$ cat src/rtl/program_counter.sv
// rtl/program_counter.sv - RV32 instruction-fetch program counter
// Optional macro PC_ALIGN_CHECK_EN: word-aligns jump targets and adds misalign_o
module program_counter #(
   parameter logic [31:0] RESET_ADDR = 32'h0000_0000,
   parameter int          INC_STEP   = 4,
   parameter int          HOLD_W     = 3
) (
   input  logic              clk,
   input  logic              rst_n,
   input  logic              jump_flag_i,
   input  logic [31:0]       jump_addr_i,
   input  logic [HOLD_W-1:0] hold_flag_i,
   input  logic              jtag_reset_i,
`ifdef PC_ALIGN_CHECK_EN
   output logic              misalign_o,
`endif
   output logic [31:0]       pc_o
);

   localparam logic [31:0] INC_VAL = INC_STEP[31:0];

   logic [31:0] r_pc;
   logic [31:0] w_pc_next;
   logic [31:0] w_jump_target;
   logic        w_misalign;
   logic        w_misalign_next;

`ifdef PC_ALIGN_CHECK_EN
   assign w_jump_target = {jump_addr_i[31:2], 2'b00};
   assign w_misalign    = |jump_addr_i[1:0];
`else
   assign w_jump_target = jump_addr_i;
   assign w_misalign    = 1'b0;
`endif

   // Any non-zero hold code (wait, flush, reserved) freezes fetch unless a jump is present
   always_comb begin
      w_pc_next       = r_pc + INC_VAL;
      w_misalign_next = 1'b0;
      if (jtag_reset_i) begin
         w_pc_next = RESET_ADDR;
      end else if (jump_flag_i) begin
         w_pc_next       = w_jump_target;
         w_misalign_next = w_misalign;
      end else if (hold_flag_i != '0) begin
         w_pc_next = r_pc;
      end
   end

   always_ff @(posedge clk) begin
      if (!rst_n) begin
         r_pc <= RESET_ADDR;
      end else begin
         r_pc <= w_pc_next;
      end
   end

   assign pc_o = r_pc;

`ifdef PC_ALIGN_CHECK_EN
   logic r_misalign;

   always_ff @(posedge clk) begin
      if (!rst_n) begin
         r_misalign <= 1'b0;
      end else begin
         r_misalign <= w_misalign_next;
      end
   end

   assign misalign_o = r_misalign;
`else
   logic w_unused;
   assign w_unused = w_misalign_next;
`endif

endmodule

$ cat config.mk
export PLATFORM = sky130hd
export DESIGN_NAME = program_counter
export DESIGN_NICKNAME = d
export VERILOG_FILES = /design/src/rtl/program_counter.sv
export SDC_FILE = /design/constraint.sdc
export NUM_CORES = 1
export LEC_CHECK = 0
export CORE_AREA = 2 2 66 68
export CTS_BUF_LIST = sky130_fd_sc_hd__clkbuf_16
export CTS_CLUSTER_DIAMETER = 100
export DETAILED_ROUTE_END_ITERATION = 8
export DIE_AREA = 0 0 68 70
export PLACE_DENSITY_LB_ADDON = 0.25
export SKIP_LAST_GASP = 1
export SLEW_MARGIN = 20
export SYNTH_ARGS = -nofsm -noshare
export SYNTH_HDL_FRONTEND = slang
export SYNTH_SLANG_ARGS = --single-unit
$ cat constraint.sdc
create_clock -name clk -period 4.1 [get_ports clk]
set_input_delay 0.82 -clock clk [delete_from_list [all_inputs] [get_ports clk]]
set_output_delay 0.82 -clock clk [all_outputs]
set_load 0.05 [all_outputs]
==> flow_metrics.env <==
export IMPL_clock_path_buffers=2
export IMPL_cts_buffers=5
export IMPL_post_cts_buffers=0
export IMPL_rsz0062_at_grt="no"
export IMPL_netlist_area_mm2=0.001856
export IMPL_met1_length_mm=2.026
export IMPL_hold_buffers=0
export IMPL_seq_area_um2=640.6
export IMPL_post_layout_nonfiller_instances=356
export IMPL_relSlewSlack_pct=31.79
export IMPL_cts_root_buf="clkbuf_16"
export IMPL_final_common_cell="clkdlybuf4s50_1"
export IMPL_yosysWarnings=0
export IMPL_portBuffers=70
export IMPL_layout_drive_gt1_share_pct=3.947
export IMPL_die_area_mm2=0.004760
export IMPL_ant_nets=0
export IMPL_met2RoutedLength_mm=2.261
export IMPL_cts_sinks=32
export IMPL_htree_levels=2
export IMPL_layout_common_cells="clkdlybuf4s50_1 (69), dfxtp_1 (32), inv_1 (23), xnor2_1 (23), a21oi_1 (23)"
export IMPL_track_usage_pct=21.49
export IMPL_gp_congestion=0.8126
export IMPL_setup_violations=0
export IMPL_tns_ps=0
export IMPL_area_growth_pct=46.12
export IMPL_dr_first_iter_drc_count=120
export IMPL_p_leak_nw=1.011
export IMPL_start_util_pct=44.78
export IMPL_dpl_cell_count=348
export IMPL_wl_met3_um=301
export IMPL_synth_seq_cells=32
export IMPL_utilization_pct=65.43
export IMPL_multi_input_area_mm2=0.001087
export IMPL_cp_end_kind="flop"
export IMPL_drtPass1Iterations=4
export IMPL_vias_per_cell=5.138
export IMPL_hold_class="flop to flop"
export IMPL_top_layer="met4"
export IMPL_hold_viol_final=0
export IMPL_overflow=0
export IMPL_synthCells=237
export IMPL_p_per_area_mw_per_mm2=307.7
export IMPL_ys_seq_area_share_pct=34.52
export IMPL_min_period_over_period_pct=66.65
export IMPL_fin_crit_ps=2733
export IMPL_syn_nets=277
export IMPL_skew_ps=3.894
export IMPL_route_detailed_drc=0
export IMPL_grt_antenna_before_repair=0
export IMPL_dp_slack_ps=1091
export IMPL_tightest_slew_ps=1023
export IMPL_stdcell_area_mm2=0.002711
export IMPL_largest_reg_flops=32
export IMPL_n_antenna_cell=0
export IMPL_die_w_um=68
export IMPL_finish_net_count=343
export IMPL_critPathLaunchType="input pin"
export IMPL_drv_cap=0
export IMPL_hpwl_mm=3.381
export IMPL_crit_required_ps=4270
export IMPL_crit_fanout=8
export IMPL_clock_latency_ps=280
export IMPL_via_count=1829
export IMPL_dpl_cell_area_mm2=0.002575
export IMPL_run_status="finished clean"
export IMPL_fmax_mhz=366.0
export IMPL_arrival_ps=2900
export IMPL_ctsResizeCount=0
export IMPL_fp_row_count=24
export IMPL_grt_pass1_vias=1769
export IMPL_ios=71
export IMPL_cts_tree="yes"
export IMPL_grt_pass1_wl_mm=7.928
export IMPL_slew_violations=0
export IMPL_wire_per_inst_um=13.07
export IMPL_coreArea_mm2=0.004144
export IMPL_whs_ps=492.6
export IMPL_ys_types=33
export IMPL_fillCellCount=375
export IMPL_die_y_um=70
export IMPL_setup_ws_ps=1367
export IMPL_synth_area_per_cell_um2=7.829
export IMPL_clkSlewWorstSetupHoldPaths_ps=50
export IMPL_finalPower_mw=0.8343
export IMPL_grt_max_degree=61
export IMPL_drt_wl_total_mm=4.652
export IMPL_ir_drop_v=0.0002270
export IMPL_critPathKind="input pin to flop"
-- cells by family after synthesis --
| logic type | after synthesis | synth area share (%) |
|---|---|---|
| AND/OR/NAND/NOR | 89 | 25.96 |
| AO/OA/AOI/OAI | 49 | 16.05 |
| buffers and inverters | 33 | 6.878 |
| flip-flops | 32 | 34.52 |
| XOR/XNOR | 28 | 13.22 |
| multiplexers | 5 | 2.697 |
| adder cells (fa/ha/maj) | 1 | 0.6742 |
-- critical path: stages --
cell and delay [ps]:
clkdlybuf4s50_1 430, or3_2 610, nor4_1 510, nand4_1 190, xnor2_1 170, o21a_1 160
-- power by group --
part,switching [mW],internal [mW],total (mW)
Clock,0.125,0.218,0.343
Sequential,0.0151,0.324,0.339
Combinational,0.0805,0.0722,0.153
-- metal layers --
metal	track usage, %	vias up
met3	5.636	8
met4	6.889	0
met2	35.06	56
met5	0	-
met1	27.10	824
li1	-	941
-- cells in the mapped netlist --
library cell,count,area share (%)
nor4_4,1,1.1
and2_1,2,0.67
xor2_1,5,2.4
clkbuf_1,8,1.6
xnor2_1,23,11
clkbuf_2,1,0.27
nor2b_1,4,1.3
a21oi_1,23,6.2
or3_1,3,1.0
nor4_2,1,0.67
o21a_1,18,7.3
or3_2,1,0.40
dfxtp_1,32,35
nor2_1,17,3.4
nand3_1,14,3.8
and4_1,2,0.94
a21o_1,1,0.40
o22ai_1,1,0.34
nand4_1,11,3.7
nand2_1,16,3.2
or4b_1,1,0.54
inv_1,21,4.2
mux2i_1,5,2.7
ha_1,1,0.67
a21oi_2,1,0.47
o21ai_0,5,1.3
nand2b_1,1,0.34
nor3_1,7,1.9
or2_4,1,0.47
buf_1,1,0.20
buf_2,2,0.54
nor4_1,4,1.3
and3_1,3,1.0
-- final cells by class --
cell class	count	area share (%)
clock buffers	5	4.615
inverters	21	2.907
flip-flops and latches	32	23.63
well taps	52	2.400
repair buffers	71	25.93
clock inverters	3	0.4153
multi-input cells	172	40.10
-- final timing paths --
| path | start | endpoint | slack, ps | cells past startpoint |
|---|---|---|---|---|
| hold reg to reg | pc_o[1]$_SDFFE_PP0P_ | pc_o[1]$_SDFFE_PP0P_ | 490 | 2 |
| hold / removal | pc_o[1]$_SDFFE_PP0P_ | pc_o[1]$_SDFFE_PP0P_ | 490 | 2 |
| setup / recovery | hold_flag_i[1] | pc_o[29]$_SDFFE_PP0P_ | 1370 | 6 |
| setup reg to reg | pc_o[2]$_SDFFE_PP0P_ | pc_o[14]$_SDFFE_PP0P_ | 1780 | 6 |
Power figures use the tool's default switching activity.
